`src/rtl/counter_pkg.sv`:
```
// counter_pkg: definitions shared by the counter RTL and counter_monitor.
//   state_t    - monitor FSM states (IDLE, ACQ, LOCKED)
//   next_value - next count of a wrapping up/down counter with sync clear
//   is_wrap    - true when that next count crosses the MAX/0 boundary
package counter_pkg;

  typedef enum logic [1:0] {
    ST_IDLE   = 2'd0,
    ST_ACQ    = 2'd1,
    ST_LOCKED = 2'd2
  } state_t;

  // The wrap is an explicit compare against max_val, so the result does not
  // depend on the counter width overflowing naturally.
  function automatic logic [31:0] next_value(input logic [31:0] value,
                                             input logic        mode,
                                             input logic        clr,
                                             input logic [31:0] max_val);
    if (clr)        return 32'd0;
    else if (!mode) return (value == max_val) ? 32'd0 : value + 32'd1;
    else            return (value == 32'd0) ? max_val : value - 32'd1;
  endfunction

  function automatic logic is_wrap(input logic [31:0] value,
                                   input logic        mode,
                                   input logic        clr,
                                   input logic [31:0] max_val);
    if (clr)        return 1'b0;
    else if (!mode) return value == max_val;
    else            return value == 32'd0;
  endfunction

endpackage

```
`src/rtl/counter_predict.sv`:
```
// counter_predict: combinational next-value predictor for the observed counter.
//   value     in  WIDTH  current counter value
//   mode      in  1      0 = up, 1 = down
//   clr       in  1      counter clear accompanies this value
//   next      out WIDTH  predicted following value
//   next_wrap out 1      the predicted step crosses MAX_VAL <-> 0
module counter_predict
  import counter_pkg::*;
#(
  parameter int WIDTH   = 10,
  parameter int MAX_VAL = 999
) (
  input  logic [WIDTH-1:0] value,
  input  logic             mode,
  input  logic             clr,
  output logic [WIDTH-1:0] next,
  output logic             next_wrap
);

  logic [31:0] next_full;

  assign next_full = next_value(32'(value), mode, clr, 32'(MAX_VAL));
  assign next      = next_full[WIDTH-1:0];
  assign next_wrap = is_wrap(32'(value), mode, clr, 32'(MAX_VAL));

endmodule

```
`src/rtl/counter_monitor.sv`:
```
// counter_monitor: watches samples of an external wrapping up/down counter,
// acquires lock after LOCK_LEN consecutive correctly predicted samples and
// flags deviations.
//   clk, rst   clock, asynchronous active-high reset
//   cnt_valid  qualifies cnt_in/mode/src_clr (no backpressure: a sample is
//              consumed on every rising edge where cnt_valid is high)
//   cnt_in     observed value; mode 0 = up, 1 = down; src_clr = counter cleared
//   locked     FSM is in LOCKED
//   err_pulse  one cycle per error; err_sticky holds until rst;
//   err_count  saturating 8-bit error count
//   wrap_pulse matched sample crossed MAX_VAL <-> 0
//   state_dbg  current FSM state (counter_pkg::state_t encoding)
// All outputs are registered: they reflect a sample one cycle after it.
module counter_monitor
  import counter_pkg::*;
#(
  parameter int WIDTH    = 10,
  parameter int MAX_VAL  = 999,
  parameter int LOCK_LEN = 4
) (
  input  logic             clk,
  input  logic             rst,
  input  logic             cnt_valid,
  input  logic [WIDTH-1:0] cnt_in,
  input  logic             mode,
  input  logic             src_clr,
  output logic             locked,
  output logic             err_pulse,
  output logic             err_sticky,
  output logic [7:0]       err_count,
  output logic             wrap_pulse,
  output logic [1:0]       state_dbg
);

  localparam logic [WIDTH-1:0] MAX_W  = WIDTH'(MAX_VAL);
  localparam logic [3:0]       LOCK_W = 4'(LOCK_LEN);

  state_t           state, state_n;
  logic [WIDTH-1:0] pred, pred_n;
  logic             pred_wrap, pred_wrap_n;   // pred was reached by wrapping
  logic [3:0]       match_cnt, match_n;
  logic             err_p_n, wrap_p_n, sticky_n;
  logic [7:0]       count_n;

  logic [WIDTH-1:0] nxt;
  logic             nxt_wrap;
  logic             out_of_range, hit;

  counter_predict #(.WIDTH(WIDTH), .MAX_VAL(MAX_VAL)) u_predict (
    .value     (cnt_in),
    .mode      (mode),
    .clr       (src_clr),
    .next      (nxt),
    .next_wrap (nxt_wrap)
  );

  assign out_of_range = cnt_in > MAX_W;
  assign hit          = cnt_in == pred;
  assign state_dbg    = state;

  always_comb begin
    state_n     = state;
    pred_n      = pred;
    pred_wrap_n = pred_wrap;
    match_n     = match_cnt;
    err_p_n     = 1'b0;
    wrap_p_n    = 1'b0;
    sticky_n    = err_sticky;
    count_n     = err_count;
    if (cnt_valid) begin
      if (out_of_range) begin
        // Counts as a single error even if it also mismatches; never a seed.
        err_p_n = 1'b1;
        match_n = 4'd0;
        state_n = ST_IDLE;
      end else begin
        // Every in-range sample becomes the base of the next prediction.
        pred_n      = nxt;
        pred_wrap_n = nxt_wrap;
        case (state)
          ST_IDLE: begin
            match_n = 4'd0;
            state_n = ST_ACQ;
          end
          ST_ACQ: begin
            if (hit) begin
              match_n  = match_cnt + 4'd1;
              wrap_p_n = pred_wrap;
              if (match_cnt + 4'd1 >= LOCK_W) state_n = ST_LOCKED;
            end else begin
              match_n = 4'd0;
            end
          end
          ST_LOCKED: begin
            if (hit) begin
              wrap_p_n = pred_wrap;
            end else begin
              err_p_n = 1'b1;
              match_n = 4'd0;
              state_n = ST_ACQ;
            end
          end
          default: begin
            match_n = 4'd0;
            state_n = ST_IDLE;
          end
        endcase
      end
      if (err_p_n) begin
        sticky_n = 1'b1;
        if (err_count != 8'hFF) count_n = err_count + 8'd1;
      end
    end
  end

  always_ff @(posedge clk or posedge rst) begin
    if (rst) begin
      state      <= ST_IDLE;
      pred       <= '0;
      pred_wrap  <= 1'b0;
      match_cnt  <= 4'd0;
      locked     <= 1'b0;
      err_pulse  <= 1'b0;
      err_sticky <= 1'b0;
      err_count  <= 8'd0;
      wrap_pulse <= 1'b0;
    end else begin
      state      <= state_n;
      pred       <= pred_n;
      pred_wrap  <= pred_wrap_n;
      match_cnt  <= match_n;
      locked     <= (state_n == ST_LOCKED);
      err_pulse  <= err_p_n;
      err_sticky <= sticky_n;
      err_count  <= count_n;
      wrap_pulse <= wrap_p_n;
    end
  end

endmodule

```
`config.mk`:
```
export PLATFORM = sky130hd
export DESIGN_NAME = counter_monitor
export DESIGN_NICKNAME = d
export VERILOG_FILES = /design/src/rtl/counter_pkg.sv /design/src/rtl/counter_predict.sv /design/src/rtl/counter_monitor.sv
export SDC_FILE = /design/constraint.sdc
export NUM_CORES = 1
export LEC_CHECK = 0
export BUFFER_PORTS_ARGS = -buffer_cell sky130_fd_sc_hd__buf_2
export CAP_MARGIN = 20
export CORE_ASPECT_RATIO = 1.75
export CORE_MARGIN = 1.5
export CORE_UTILIZATION = 57
export DETAILED_ROUTE_END_ITERATION = 10
export GPL_TIMING_DRIVEN = 0
export PLACE_DENSITY = 0.82
export SLEW_MARGIN = 40
export SYNTH_ARGS = -nofsm -noshare
export SYNTH_HDL_FRONTEND = slang
export SYNTH_SLANG_ARGS = --single-unit
```
`constraint.sdc`:
```
create_clock -name clk -period 2.45 [get_ports clk]
set_input_delay 0.3675 -clock clk [delete_from_list [all_inputs] [get_ports clk]]
set_output_delay 0.3675 -clock clk [all_outputs]
set_load 0.05 [all_outputs]
```
==> metrics.cfg, run 1 <==
[die]
placementRows = 27
dieHeight_um = 80.1
die_w_um = 47.1
io_pins = 29
core_area_um2 = 3210
die-area_um2 = 3770
start_util_pct = 60.4

[timing]
hold_slack_ns = 0.146
slew_headroom_pct = 59.9
finalHoldViolations = 0
finalCriticalPeriod_ns = 2.00
finalClockSkew_ns = 0.00472
max_slew.worst_pin.slew_ns = 0.600
setup_ws_ns = 0.453
setup_viol = 0
final.setup.tns_ns = 0
finalCritPeriodShare_pct = 81.5
maxSlewViolCount = 0
rsz0062_at_grt = false
max_freq_mhz = 501

[clocking]
clk_pin_slew_worst_paths_ns = 0.06
cts.sinks = 29
clk_path_buf_depth = 2
clk_latency_ns = 0.28
cts_max_level = 2
cts_tree = built
cts_made_buffers = 5
post_cts_buffers = 0
hold_buffers = 0
ctsResizeCount = 0
cts_root_buffer = clkbuf_8

[global_routing]
grt_pass1_vias = 1745
antenna_found_initial = 0
grt_overflow_total = 0
track_usage_pct = 26.9
grt_max_degree = 30
grt_first_pass_wirelength_mm = 7.33

[power_and_ir_drop]
power.total_w = 0.00139
p_leak_nw = 1.07
ir_worst_vdd_mv = 0.533
powerDensity_nw_per_um2 = 631

[cells_and_area]
diodes = 0
final_cells = 289
syn2layout_area_growth_pct = 14.2
nets = 268
final_layout_size_suffix_gt1_share_pct = 19.1

[route]
drt-initial-drc-count = 35
ant_nets = 0
vias_per_cell = 5.89
vias = 1701
wirelength_mm = 4.34
drcViolationCount = 0
wl_per_cell_um = 15.0
drt_pass1_iterations = 4

[synth]
syn_inst = 214
syn-num-nets = 237
yosysMostFrequentCell = dfrtp_1
yosysUniqueCellTypes = 48
ys_top_cells_by_area = dfrtp_1 (37%), xor2_1 (9.0%), ha_1 (5.2%), nand2_1 (4.1%), nor2_1 (3.5%)
syn_area_per_cell_um2 = 9.05
ys_ff_latch = 29
synth_area_leader_cell = dfrtp_1
async_flop_share_pct = 100
synth_top_area_share_pct = 37.5
synth-edff-count = 0
ys_warn_count = 0
syn_area_um2 = 1940
synthFlopType = dfrtp_1
ys_seq_area_share_pct = 37.5
yosys-top-cells-count = dfrtp_1 (29), nand2_1 (21), xor2_1 (20)

[worst_hold_path]
hold_path_class = in2async

[run_status]
status = completed

[place]
port_buffers = 24
dp.cells = 281
dp_hpwl_mm = 3.30
gp_congestion = 0.826
dpl_worst_slack_ns = 0.302

[worst_setup_path]
critPathArrivalTime_ns = 2.22
cp-startpoint = pred[8]
end_kind = register
worst_r2r_endpoint = match_cnt[2]
start_kind = register
crit_required_ns = 2.68
crit_chain = xor2_1 -> nor4_2 -> nand3_2 -> or4b_4 -> o21bai_2 -> mux2_1
worst-setup-path-type = reg2reg
path_max_fanout = 6
slowest_stage = or4b_4
setup.worst_path.end = match_cnt[2]
reg2reg_depth = 6
rrSetupSlack_ns = 0.45
timing.rr.start = pred[8]
slowest_delay_ns = 0.58

[flow_run]
cap_violations = 0

## placed cells by master (no fill, tap or decap), drive strengths merged, types with 5 or more instances in the layout
master and instances:
ha 8, clkbuf 13, nor2 18, a22o 5, o31ai 6, nand3 9
xor2 20, a21oi 6, o21ai 12, nor3 6, inv 13, buf 27
nand2 21, dfrtp 29
## flip-flops by register name, summed over array words and instances, names as in the netlist
| register | count |
|---|---|
| pred | 10 |
| err_count | 8 |
| match_cnt | 4 |
| state_dbg | 2 |
| err_pulse | 1 |
| err_sticky | 1 |
| locked | 1 |
| pred_wrap | 1 |
| wrap_pulse | 1 |
## how the worst min path moves through the flow
stage	startpoint	endpoint	slack (ns)	cells past startpoint
5_1_grt	rst	pred[0]	0.20	2
4_1_cts	rst	wrap_pulse	0.17	2
2_1_floorplan	rst	err_count[0]	0.45	1
3_3_place_gp	err_sticky	err_sticky	0.45	1
6_report	rst	pred[4]	0.15	2
3_5_place_dp	err_sticky	err_sticky	0.45	1
## layout make-up
type | instances | area, um2
tap | 43 | 53.8
fill | 275 | 997
multi-input combinational | 163 | 1120
clock inverter | 1 | 5.00
inverter | 13 | 48.8
clock buffer | 7 | 96.3
buffer | 9 | 43.8
timing repair buffer | 24 | 120
sequential | 29 | 726
## stage by stage
stage | area [um2] | utilization, %
3_3_place_gp | 2110 | 65.8
4_1_cts | 2210 | 68.9
5_1_grt | 2210 | 68.9
3_5_place_dp | 2110 | 65.8
2_1_floorplan | 1940 | -
6_report | 2210 | 68.9
## cells by family (layout without fill, tap and decap cells)
logic type | after synthesis | after routing | share of synthesized area (%)
adder cells (fa/ha/maj) | 8 | 8 | 5.17
AND/OR/NAND/NOR | 81 | 81 | 22.7
XOR/XNOR | 24 | 24 | 10.9
buffers and inverters | 22 | 54 | 4.78
flip-flops | 29 | 29 | 37.5
AO/OA/AOI/OAI | 47 | 47 | 17.3
multiplexers | 3 | 3 | 1.68
## routing by layer
| metal | wire (um) | global-route usage (%) | vias up |
|---|---|---|---|
| met5 | 0 | 0 | - |
| met4 | 162 | 18.1 | 0 |
| met3 | 125 | 4.72 | 14 |
| met2 | 2470 | 48.1 | 50 |
| met1 | 1580 | 25.6 | 819 |
| li1 | - | - | 818 |
## worst max-delay path: cells and delay by family, from the launching register on
kind,cells,cell delay (ns)
simple gates,3,1.13
flops,1,0.39
xor+xnor,1,0.15
mux,1,0.13
compound gates,1,0.12
## power breakdown
| group | switching (W) | internal, W | total, W |
|---|---|---|---|
| clock network | 0.000189 | 0.000254 | 0.000442 |
| logic | 0.000260 | 0.000126 | 0.000386 |
| registers | 0.0000446 | 0.000523 | 0.000567 |
| total | 0.000493 | 0.000902 | 0.00139 |
Power figures use the tool's default switching activity.
==> inputs of run 2 (changes only) <==
Clock period 2.45 ns to 1.88 ns, I/O delays scaled along.
==> run 2 against run 1 <==
Setup slack worse by 0.61 ns. Non-clock buffer count is 8 higher. Register-to-register slack lost 0.61 ns. Sequential cell count is the same. Critical path type unchanged. Cell count increased by 2.8%. Hold slack lost 0.083 ns. The flow now finishes with violations (setup timing). Highest routed layer unchanged.
==> metrics.cfg, run 2 (synthesis gave the netlist of run 1 again) <==
[run_status]
status = finished with violations
violations = setup timing

[cells_and_area]
diodes = 0  ; unchanged
fin_area_um2 = 2320  ; +5.0%
final_layout_size_suffix_gt1_share_pct = 25.2  ; +6.1 points
fillers = 257  ; -6.5%
top_register = pred
syn2layout_area_growth_pct = 19.9
nets = 276  ; +3.0%
largest_reg_flops = 10  ; unchanged
mostFrequentLayoutCells = dfrtp_1 (27), buf_2 (26), nand2_1 (21)
final_common_cell = dfrtp_1
largest_registers = pred: 10 flops, err_count: 8 flops, match_cnt: 4 flops

[worst_setup_path]
slowest_delay_ns = 0.60  ; +0.02 ns
worst_r2r_endpoint = match_cnt[2]
setup.worst_path.end = match_cnt[2]
start_kind = register
worst-setup-path-type = reg2reg
crit_required_ns = 2.10  ; -0.58 ns
end_kind = register
slowest_stage = or4b_4
worst-path-buf-inv = 0  ; unchanged
critPathArrivalTime_ns = 2.25  ; +0.03 ns
timing.rr.start = pred[2]
crit_chain = xor2_1 -> nor4_2 -> nand3_2 -> or4b_4 -> o21bai_4 -> mux2_4
cpLargestDelayFamily = simple AND/OR/NAND/NOR gates
path_max_fanout = 5  ; -1
reg2reg_depth = 6  ; unchanged
path_depth = 6  ; unchanged
cp-startpoint = pred[2]
rrSetupSlack_ns = -0.16  ; -0.61 ns

[die]
placementRows = 27  ; unchanged
dieHeight_um = 80.1  ; unchanged
start_util_pct = 60.4  ; unchanged
die_w_um = 47.1  ; unchanged
io_pins = 29  ; unchanged
die-area_um2 = 3770  ; unchanged
core_area_um2 = 3210  ; unchanged

[clocking]
clk_path_buf_depth = 2  ; unchanged
clk_pin_slew_worst_paths_ns = 0.06  ; about the same
cts_max_level = 2  ; unchanged
clk_latency_ns = 0.28  ; about the same
cts.sinks = 29  ; unchanged
cts_root_buffer = clkbuf_8
cts_made_buffers = 5  ; unchanged
cts_tree = built

[timing]
finalHoldViolations = 0  ; unchanged
final.setup.tns_ns = -0.965  ; -0.965 ns
max_freq_mhz = 491  ; -1.9%
max_slew.worst_pin.slew_ns = 0.590  ; -0.0102 ns
finalClockSkew_ns = 0.00303  ; -0.00169 ns
setup_ws_ns = -0.156  ; -0.609 ns
slew_headroom_pct = 60.6  ; +0.68 points
setup_viol = 12  ; +12
rsz0062_at_grt = true
finalCriticalPeriod_ns = 2.04  ; +0.0389 ns
hold_slack_ns = 0.0625  ; -0.0832 ns
finalCritPeriodShare_pct = 108  ; +27 points
maxSlewViolCount = 0  ; unchanged

[global_routing]
track_usage_pct = 25.1  ; -1.8 points
antenna_found_initial = 0  ; unchanged
grt_pass1_vias = 1635  ; -6.3%
grt_first_pass_wirelength_mm = 6.86  ; -6.4%
grt_max_degree = 30  ; unchanged
grt_overflow_total = 0  ; unchanged

[route]
drt_pass1_iterations = 4  ; unchanged
wl_per_cell_um = 15.2  ; +1.1%
ant_nets = 0  ; unchanged
drcViolationCount = 0  ; unchanged
drt-initial-drc-count = 55  ; +57%
vias = 1724  ; +1.4%
vias_per_cell = 5.80  ; -1.4%
wirelength_mm = 4.50  ; +3.9%

[power_and_ir_drop]
ir_worst_vdd_mv = 0.483  ; -9.2%
powerDensity_nw_per_um2 = 791  ; +25%
power.total_w = 0.00184  ; +32%
p_leak_nw = 1.11  ; +4.0%

[place]
dpl_worst_slack_ns = -0.237  ; -0.539 ns
dp_hpwl_mm = 3.32  ; +0.43%
dpl-instance-area_um2 = 2110  ; +0.12%
gp_congestion = 0.858  ; +3.9%
port_buffers = 24  ; unchanged

[flow_run]
cap_violations = 0  ; unchanged

[worst_hold_path]
hold_path_class = in2async

## run 2: stage by stage
stage,utilization (%),std cells
2_1_floorplan,-,214
3_3_place_gp,65.8,281
3_5_place_dp,65.8,281
4_1_cts,69.7,292
5_1_grt,72.4,297
6_report,72.4,297
## run 2: final cells by class
cell class,count,area (um2),area share [%]
Multi-Input combinational cell,163,1160,50.1
Sequential cell,29,728,31.4
Timing Repair Buffer,32,184,7.92
Clock buffer,7,96.3,4.15
Tap cell,43,53.8,2.32
Inverter,13,48.8,2.10
Buffer,9,43.8,1.89
Clock inverter,1,5.00,0.216
## run 2: worst min path at each step
stage,startpoint,endpoint,cells past startpoint
CTS,rst,pred[0],2
global route,rst,pred[0],2
floorplan,rst,err_count[0],1
global placement,err_sticky,err_sticky,1
detailed placement,rst,err_count[0],2
finish,rst,err_count[2],2
## run 2: what timing repair did
| item | CTS | global route |
|---|---|---|
| cloned | 0 | 0 |
| resized for setup | 0 | 12 |
| pin swaps | 3 | 3 |
| hold buffers | 0 | 0 |
| endpoints found under the setup margin | 5 | 22 |
| hold endpoints to repair | 0 | 0 |
| buffers inserted | 3 | 5 |
## run 2: power breakdown
group,internal (W),switching [W],total [W],leakage (nW)
sequential,0.000683,0.0000608,0.000744,0.384
combinational,0.000181,0.000342,0.000523,0.670
clock,0.000330,0.000239,0.000569,0.0542
## run 2: metal layers
layer  wire, um  vias up  GRT usage, %
met5          0        -             0
met4        114        0          13.3
met3        133       10          3.37
met2       2510       50          45.8
met1       1750      827          25.3
li1           -      837             -
## run 2: worst register-to-register path: cells and delay by family (launching register included)
kind	cells	cell delay [ns]
AOI/OAI and AO/OA	1	0.13
muxes	1	0.15
xor gates and xnor gates	1	0.16
DFF	1	0.40
and+or+nand+nor	3	1.14
==> inputs of run 3 (changes only) <==
--- a/config.mk
+++ b/config.mk
@@ -13,3 +13,3 @@
 export DETAILED_ROUTE_END_ITERATION = 10
-export GPL_TIMING_DRIVEN = 0
+export GPL_TIMING_DRIVEN = 1
 export PLACE_DENSITY = 0.82
--- a/constraint.sdc
+++ b/constraint.sdc
@@ -3,2 +3,2 @@
 set_output_delay 0.282 -clock clk [all_outputs]
-set_load 0.05 [all_outputs]
+set_load 0.005 [all_outputs]
==> run 3 against run 2 <==
The flow still finishes with violations (setup timing). Design area is 4.8% higher. Highest routed layer unchanged. Hold slack worse by 0.0054 ns. Sequential share of layout area fell by 1.6 points. Cell count up 4.4%. Critical path depth increased by 1.
==> metrics.cfg, run 3 (synthesis gave the netlist of run 1 again) <==
[power_and_ir_drop]
ir_worst_vdd_mv = 0.527  ; +9.1%
powerDensity_nw_per_um2 = 716  ; -9.4%
p_leak_nw = 1.20  ; +8.2%

[place]
port_buffers = 28  ; +17%
gp_congestion = 0.956  ; +11%
dp_hpwl_mm = 3.49  ; +5.4%
dpl_worst_slack_ns = -0.0509  ; +0.187 ns

[global_routing]
grt_first_pass_wirelength_mm = 7.33  ; +6.8%
grt_overflow_total = 0  ; unchanged
grt_max_degree = 30  ; unchanged
antenna_found_initial = 0  ; unchanged
track_usage_pct = 27.2  ; +2.2 points
grt_pass1_vias = 1720  ; +5.2%

[cells_and_area]
largest_registers = pred: 10 flops, err_count: 8 flops, match_cnt: 4 flops
final_layout_size_suffix_gt1_share_pct = 30.3  ; +5.1 points
final_common_cell = dfrtp_1
top_register = pred
nets = 289  ; +4.7%
diodes = 0  ; unchanged
syn2layout_area_growth_pct = 25.7
largest_reg_flops = 10  ; unchanged
fillers = 228  ; -11%
mostFrequentLayoutCells = dfrtp_1 (29), buf_2 (28), buf_4 (24)

[die]
io_pins = 29  ; unchanged
core_area_um2 = 3210  ; unchanged
start_util_pct = 60.4  ; unchanged
dieHeight_um = 80.1  ; unchanged
die-area_um2 = 3770  ; unchanged
die_w_um = 47.1  ; unchanged
placementRows = 27  ; unchanged

[worst_setup_path]
slowest_stage = dfrtp_1
reg2reg_depth = 7  ; +1
worst-setup-path-type = reg2reg
end_kind = register
slowest_delay_ns = 0.40  ; -0.20 ns
start_kind = register
crit_required_ns = 2.04  ; -0.06 ns
critPathArrivalTime_ns = 2.11  ; -0.14 ns
path_max_fanout = 4  ; -1
crit_chain = xor2_1 -> nor4_2 -> a31oi_1 -> o221ai_2 -> buf_6 -> nor3_2 -> xor2_1
worst_path_most_repeated_cell = xor2_1

[route]
wl_per_cell_um = 14.7  ; -3.1%
ant_nets = 0  ; unchanged
wirelength_mm = 4.56  ; +1.2%
vias_per_cell = 5.70  ; -1.8%
drt_pass1_iterations = 4  ; unchanged
vias = 1767  ; +2.5%
drt-initial-drc-count = 47  ; -15%
drcViolationCount = 0  ; unchanged

[timing]
setup_ws_ns = -0.0647  ; +0.0913 ns
maxSlewViolCount = 0  ; unchanged
hold_slack_ns = 0.0571  ; -0.00542 ns
slew_headroom_pct = 59.3  ; -1.4 points
max_freq_mhz = 514  ; +4.7%
rsz0062_at_grt = true
finalHoldViolations = 0  ; unchanged
max_slew.worst_pin.slew_ns = 0.611  ; +0.0213 ns
setup_viol = 11  ; -1
finalClockSkew_ns = 0.00563  ; +0.00260 ns
finalCriticalPeriod_ns = 1.94  ; -0.0913 ns
finalCritPeriodShare_pct = 103  ; -4.9 points
final.setup.tns_ns = -0.403  ; +0.562 ns

[clocking]
hold_buffers = 0  ; unchanged
clk_latency_ns = 0.28  ; about the same
cts_max_level = 2  ; unchanged
clk_path_buf_depth = 2  ; unchanged
clk_pin_slew_worst_paths_ns = 0.06  ; about the same
cts.sinks = 29  ; unchanged
cts_tree = built
cts_made_buffers = 5  ; unchanged
cts_root_buffer = clkbuf_8

[flow_run]
cap_violations = 0  ; unchanged

[run_status]
status = finished with violations
violations = setup timing

[worst_hold_path]
hold_path_class = in2async

[run 3: area by class of cell]
class                      count  area [um2]  share of cell area [%]
inverter                      13        48.8                    2.00
tap                           43        53.8                    2.21
clock buffer                   7        96.3                    3.96
clock inverter                 1        5.00                   0.206
sequential                    29         726                    29.8
timing repair buffer          54         343                    14.1
multi-input combinational    163        1160                    47.7
[run 3: path summary, 6_finish.rpt]
path	startpoint	end	slack (ns)
max in group asynchronous	rst	match_cnt[2]	1.55
hold reg to reg	err_sticky	err_sticky	0.49
setup / recovery	pred[8]	err_count[5]	-0.06
setup reg to reg	pred[8]	err_count[5]	-0.06
hold / removal	rst	pred[3]	0.06
min in group clk	src_clr	pred_wrap	0.24
[run 3: report_power, final]
part	internal [W]	switching, W	total [W]
logic	0.000206	0.000234	0.000440
clock network	0.000330	0.000238	0.000569
registers	0.000681	0.0000545	0.000735
total	0.00122	0.000527	0.00174
[run 3: metal layers]
metal / share of wire (%) / global-route usage, %
met1: 35 / 27.5
met2: 58 / 48.5
met3: 4.4 / 5.39
met4: 2.6 / 14.7
met5: 0 / 0
[run 3: through the flow]
step	std cells	area (um2)	utilization (%)	total power, W
after floorplan	214	1940	-	0.000998
after global placement	300	2270	70.6	0.00115
after detailed placement	300	2270	70.6	0.00117
after CTS	308	2370	73.8	0.00174
after global routing	310	2430	75.9	0.00185
final	310	2430	75.9	0.00174
[run 3: repair_timing]
action                                  4_1_cts  5_1_grt
resized for setup                             0       13
cloned                                        0        0
setup buffers                                 0        2
pin swaps                                     0        5
hold endpoints to repair                      0        0
endpoints found under the setup margin        1       11
[run 3: worst max-delay path: cells and delay by family (launching register included)]
| kind | cells | cell delay (ns) |
|---|---|---|
| AO/OA/AOI/OAI | 2 | 0.51 |
| AND/OR/NAND/NOR | 2 | 0.42 |
| flip-flops | 1 | 0.40 |
| XOR/XNOR | 2 | 0.30 |
| buffers and inverters | 1 | 0.19 |
